$ cat src/rtl/axis_downsizer_n.sv
// ---------------------------------------------------------------------------
// axis_downsizer_n
// Single-clock AXI-Stream width downsizer. Each WIDTH_S*RATIO input beat is
// split into RATIO lanes of WIDTH_S bits and emitted one lane per cycle, in an
// order selected by cfg at the input handshake:
//   00 lane 0 only, 01 lane RATIO-1 only,
//   10 kept lanes ascending, 11 kept lanes descending.
// A zero-keep beat in modes 10/11 is swallowed and flagged on err_drop.
//
// Ports
//   clk, rst       clock, synchronous active-high reset
//   cfg            lane-selection mode, sampled on input handshake only
//   p_axis_*       wide input stream (data, keep, valid, last, ready)
//   s_axis_*       narrow output stream (data, valid, last, ready)
//   err_drop       one-cycle pulse after a zero-keep beat is discarded
// ---------------------------------------------------------------------------
module axis_downsizer_n #(
    parameter int unsigned WIDTH_S = 32,
    parameter int unsigned RATIO   = 2
) (
    input  logic                       clk,
    input  logic                       rst,
    input  logic [1:0]                 cfg,
    input  logic [WIDTH_S*RATIO-1:0]   p_axis_data,
    input  logic [RATIO-1:0]           p_axis_keep,
    input  logic                       p_axis_valid,
    input  logic                       p_axis_last,
    output logic                       p_axis_ready,
    output logic [WIDTH_S-1:0]         s_axis_data,
    output logic                       s_axis_valid,
    output logic                       s_axis_last,
    input  logic                       s_axis_ready,
    output logic                       err_drop
);

    localparam int unsigned IN_W = WIDTH_S * RATIO;
    localparam int unsigned IW   = (RATIO > 1) ? $clog2(RATIO) : 1;

    typedef enum logic {
        IDLE = 1'b0,
        SEND = 1'b1
    } state_t;

    state_t            state_q, state_d;
    logic [IN_W-1:0]   data_q,  data_d;
    logic              last_q,  last_d;
    logic              desc_q,  desc_d;     // descending lane order for the held beat
    logic [RATIO-1:0]  rem_q,   rem_d;      // lanes still to emit after the current one
    logic [IW-1:0]     idx_q,   idx_d;      // lane currently presented on s_axis
    logic              out_last_q, out_last_d;
    logic              err_q,   err_d;

    logic              hs;
    logic              accept;
    logic              final_lane;
    logic              ld_any;
    logic [IW-1:0]     ld_idx;
    logic [RATIO-1:0]  ld_rem;
    logic [IW-1:0]     nxt_idx;
    logic [RATIO-1:0]  nxt_rem;

    // First set bit of m: lowest when desc=0, highest when desc=1.
    function automatic logic [IW-1:0] pick(input logic [RATIO-1:0] m, input logic desc);
        logic found;
        pick  = '0;
        found = 1'b0;
        for (int unsigned i = 0; i < RATIO; i++) begin
            if (m[i] && (desc || !found)) begin
                pick  = IW'(i);
                found = 1'b1;
            end
        end
    endfunction

    function automatic logic [RATIO-1:0] lane_bit(input logic [IW-1:0] i);
        lane_bit    = '0;
        lane_bit[i] = 1'b1;
    endfunction

    assign s_axis_valid = (state_q == SEND);
    assign s_axis_data  = data_q[idx_q*WIDTH_S +: WIDTH_S];
    assign s_axis_last  = out_last_q;
    assign err_drop     = err_q;

    // A beat is finished once no lanes remain beyond the one on the output.
    assign final_lane   = (rem_q == '0);
    assign accept       = s_axis_valid && s_axis_ready;
    assign p_axis_ready = !rst && ((state_q == IDLE) || (accept && final_lane));
    assign hs           = p_axis_valid && p_axis_ready;

    // Lane plan for the incoming beat: first lane and the set still to follow.
    always_comb begin
        ld_any = 1'b1;
        ld_idx = '0;
        ld_rem = '0;
        unique case (cfg)
            2'b00: ld_idx = '0;
            2'b01: ld_idx = IW'(RATIO - 1);
            default: begin
                ld_any = |p_axis_keep;
                ld_idx = pick(p_axis_keep, cfg[0]);
                ld_rem = p_axis_keep & ~lane_bit(pick(p_axis_keep, cfg[0]));
            end
        endcase
    end

    // Next kept lane of the held beat, found without a bubble per skipped lane.
    always_comb begin
        nxt_idx = pick(rem_q, desc_q);
        nxt_rem = rem_q & ~lane_bit(nxt_idx);
    end

    // Next-state and datapath update.
    always_comb begin
        state_d    = state_q;
        data_d     = data_q;
        last_d     = last_q;
        desc_d     = desc_q;
        rem_d      = rem_q;
        idx_d      = idx_q;
        out_last_d = out_last_q;
        err_d      = 1'b0;

        unique case (state_q)
            IDLE: ;
            SEND: begin
                if (accept) begin
                    if (!final_lane) begin
                        idx_d      = nxt_idx;
                        rem_d      = nxt_rem;
                        out_last_d = last_q && (nxt_rem == '0);
                    end else begin
                        state_d    = IDLE;
                    end
                end
            end
            default: state_d = IDLE;
        endcase

        // Handshake only occurs when idle or on the final lane, so it overrides.
        if (hs) begin
            if (ld_any) begin
                state_d    = SEND;
                data_d     = p_axis_data;
                last_d     = p_axis_last;
                desc_d     = cfg[0];
                idx_d      = ld_idx;
                rem_d      = ld_rem;
                out_last_d = p_axis_last && (ld_rem == '0);
            end else begin
                state_d    = IDLE;
                err_d      = 1'b1;
            end
        end
    end

    // State and datapath registers.
    always_ff @(posedge clk) begin
        if (rst) begin
            state_q    <= IDLE;
            data_q     <= '0;
            last_q     <= 1'b0;
            desc_q     <= 1'b0;
            rem_q      <= '0;
            idx_q      <= '0;
            out_last_q <= 1'b0;
            err_q      <= 1'b0;
        end else begin
            state_q    <= state_d;
            data_q     <= data_d;
            last_q     <= last_d;
            desc_q     <= desc_d;
            rem_q      <= rem_d;
            idx_q      <= idx_d;
            out_last_q <= out_last_d;
            err_q      <= err_d;
        end
    end

endmodule

$ cat config.mk
export PLATFORM = sky130hd
export DESIGN_NAME = axis_downsizer_n
export DESIGN_NICKNAME = d
export VERILOG_FILES = /design/src/rtl/axis_downsizer_n.sv
export SDC_FILE = /design/constraint.sdc
export NUM_CORES = 1
export LEC_CHECK = 0
export ABC_AREA = 1
export CAP_MARGIN = 40
export CORE_UTILIZATION = 35
export DETAILED_ROUTE_END_ITERATION = 10
export REMOVE_ABC_BUFFERS = 1
export SYNTH_ARGS = -nofsm -noshare
export SYNTH_HDL_FRONTEND = slang
export SYNTH_SLANG_ARGS = --single-unit
$ cat constraint.sdc
create_clock -name clk -period 3.2 [get_ports clk]
set_input_delay 0.64 -clock clk [delete_from_list [all_inputs] [get_ports clk]]
set_output_delay 0.64 -clock clk [all_outputs]
set_load 0.005 [all_outputs]
==> run summary <==
H-tree depth reported by CTS = 3
Proportion of netlist area held by the largest area contributor = 0.428
Post-CTS setup-driven buffer insertion count = 0
Antenna Diode Count = 0
Worst R2R Setup Slack = 1.78 ns
Ordered cell list for the critical path = buf_12 -> nand2_1 -> o21ai_0 -> clkdlybuf4s50_1
Core Box Area = 9280 sq um
Clock transition at path regs = 0.07 ns
Wire length of the first global-routing pass = 12700 um
Clock buffer count from CTS = 9
Share of total power in sequential cells = 0.448
Internal power consumption = 1.67 mW
EDFF count, synth = 0
Final hold violation count = 0
Avg Inst Size Synth = 6.15 sq um
Hold Path Depth = 4
Data arrival, critical path = 1.94 ns
MaxCap Viol Count = 0
CP max FO = 40
Routed via count = 3232
Post-Synthesis Cell Area = 3370 sq um
Sw Share = 0.241
CP Buf/Inv Count = 2
Pwr Density = 464 nW/um^2
DRC violation count after routing = 0
Layout overhead on the synthesized area = 41.3%
Library cell with the highest instance count after synthesis = nand2_1
Max-Slew Margin vs Limit = 0.517
Final design utilization = 0.512
Result of the run = finished, final reports clean
CTS hold repair buffers = 0
Delay contributed by the slowest stage of the critical path = 0.64 ns
Number of instances in the synthesized netlist = 547
Cell accounting for the most synthesized area = dfxtp_1
Die Footprint = 10000 sq um
Total number of nets in the final design = 714
Worst-case clock skew = 0.0130 ns
Critical path's slowest cell = dfxtp_2
Total routed wirelength = 7420 um
Share of final-layout standard cells stronger than drive strength 1 = 0.0372
Maximum number of pins on one net before global-route repair = 77
Synth top area cells = dfxtp_1 (43%), nand2_1 (20%), nor2_1 (15%)
I/O pin count = 109
CTS tree = yes
Type of the worst min-delay path = flop to flop
Tcrit/Tclk final = 0.808
Clock Sinks = 72
RD Place Congestion = 0.822
Number of routed nets with antenna violations = 0
Setup Viol. Count Final = 0
Number of buffers on the longest clock path = 2
Avg Vias per Cell = 4.17
RSZ-0062 raised after global routing = false
Dominant synthesized flop cell = dfxtp_1
Root Driver = clkbuf_8
Required time reported for the critical path endpoint = 2.56 ns
First-pass iteration count of the detailed router = 4
Number of warnings reported in the yosys synthesis log = 0
Final HPWL DP = 4790 um
Cell family contributing the most delay on the critical path = buffers and inverters
LEAKAGE = 2.27 nW
Worst setup slack after layout = 0.615 ns
Count of cells resized by post-cts repair = 0
Die Ht = 100 um
Max Clock Freq = 0.387 GHz
Worst-Skew Late Latency = 0.33 ns
Combinational cell fraction of total power = 0.176
Worst supply voltage drop on vdd = 259 uV
Share of synthesized area occupied by flip-flops and latches = 0.428
Vias in the first global route = 3046
Port Buf Inserts = 108
Distinct cell type count after synthesis = 18
Fraction of power consumed by the clock network = 0.376
Final critical delay including setup and external delays = 2.58 ns
Critical path class = flop to output port
Top cells by count, synth = nand2_1 (183), nor2_1 (138), inv_1 (73)
Starting DRT DRC Count = 89
Worst Reg2Reg Path Length in Cells = 8
Net load switching power = 532 uW
Setup slack at placement = 0.687 ns
Total global-route track usage = 0.158
Fraction of synthesis flops using an asynchronous set or reset pin = 0
Startpoint type of the worst setup path = flop
Starting density of the core = 0.363
Kind of capture point of the worst setup path = output port
Actual transition at the worst max-transition pin = 0.724 ns
Pins Over Slew Limit = 0
Mean routed wirelength per cell = 9.57 um
FF+latch count, synth = 72
Residual overflow from global routing = 0
Core Rows = 35
Width of the die = 100 um
Number of gates on the worst path with buffers counted = 4
Antenna violations before repair = 0
## metrics by stage
step / instances / instance area, sq um / setup TNS, ns / power [mW] / hold slack [ns]
floorplan: 518 / 3190 / -37.89 / 1.19 / 0.489
global placement: 759 / 4510 / 0 / 1.39 / 0.497
detailed placement: 759 / 4510 / 0 / 1.40 / 0.501
CTS: 775 / 4750 / 0 / 2.25 / 0.515
global route: 775 / 4750 / 0 / 2.34 / 0.547
finish: 775 / 4750 / 0 / 2.21 / 0.511
## cell usage in the layout, fill, tap and decap left out
| cell | synthesis | routed |
|---|---|---|
| nor2_1 | 138 | 138 |
| clkdlybuf4s50_1 | 0 | 108 |
| dfxtp_1 | 72 | 71 |
| nand4_1 | 1 | 1 |
| clkbuf_8 | 0 | 12 |
| dfxtp_2 | 0 | 1 |
| nand2_1 | 183 | 183 |
| a21oi_1 | 5 | 5 |
| o21ai_0 | 36 | 36 |
| buf_12 | 0 | 3 |
| buf_4 | 2 | 1 |
| clkinvlp_4 | 0 | 2 |
| nand4_4 | 0 | 1 |
| inv_2 | 1 | 1 |
| a21boi_0 | 1 | 1 |
| bufinv_16 | 0 | 2 |
| inv_1 | 73 | 73 |
| nand2_2 | 1 | 1 |
| o21bai_1 | 1 | 1 |
| nand3_1 | 5 | 5 |
## final timing paths
| path | startpoint | endpoint |
|---|---|---|
| worst min register to register | data_q[23]$_SDFFE_PP0P_ | data_q[23]$_SDFFE_PP0P_ |
| worst min-delay path | data_q[23]$_SDFFE_PP0P_ | data_q[23]$_SDFFE_PP0P_ |
| worst max register to register | rem_q[0]$_SDFF_PP0_ | data_q[25]$_SDFFE_PP0P_ |
| worst max-delay path | idx_q$_SDFF_PP0_ | s_axis_data[2] |
## power by group through the flow
stage          sequential (mW)  combinational [mW]  clock [mW]
3_5_place_dp              1.01               0.391           0
5_1_grt                  0.995               0.445       0.903
2_1_floorplan             1.01               0.185           0
4_1_cts                  0.988               0.395       0.869
6_report                 0.987               0.388       0.830
3_3_place_gp              1.01               0.388           0
## layer usage
| layer | track usage | vias up | share of wire |
|---|---|---|---|
| met5 | 0 | - | 0 |
| met4 | 0.0446 | 0 | 0.0084 |
| met3 | 0.0682 | 5 | 0.082 |
| met2 | 0.259 | 75 | 0.44 |
| met1 | 0.187 | 1365 | 0.47 |
| li1 | - | 1787 | - |
## cells by family after synthesis
family	share of synthesized area
and+or+nand+nor	0.373
buffers and inverters	0.133
DFF	0.428
AOI/OAI and AO/OA	0.0654
## area by class of cell
| class | instances | area, sq um |
|---|---|---|
| clock buffer | 12 | 165 |
| clock inverter | 4 | 75.1 |
| fill | 980 | 4530 |
| inverter | 74 | 278 |
| multi-input combinational | 372 | 1480 |
| sequential | 72 | 1440 |
| tap | 129 | 161 |
| timing repair buffer | 112 | 1150 |
## sequential cells by signal, summed over array words and instances (netlist names)
name,count
data_q,64
rem_q,2
desc_q,1
err_drop,1
idx_q,1
last_q,1
s_axis_last,1
s_axis_valid,1
## worst register-to-register path, cell delays in order, from the launching register on
cell,delay (ns)
dfxtp_1,0.37
nor2_1,0.13
nand2_1,0.08
nand2_2,0.11
nand4_4,0.13
buf_12,0.23
nand2_1,0.12
nand2_1,0.04
nor2_1,0.13
Power figures use the tool's default switching activity.
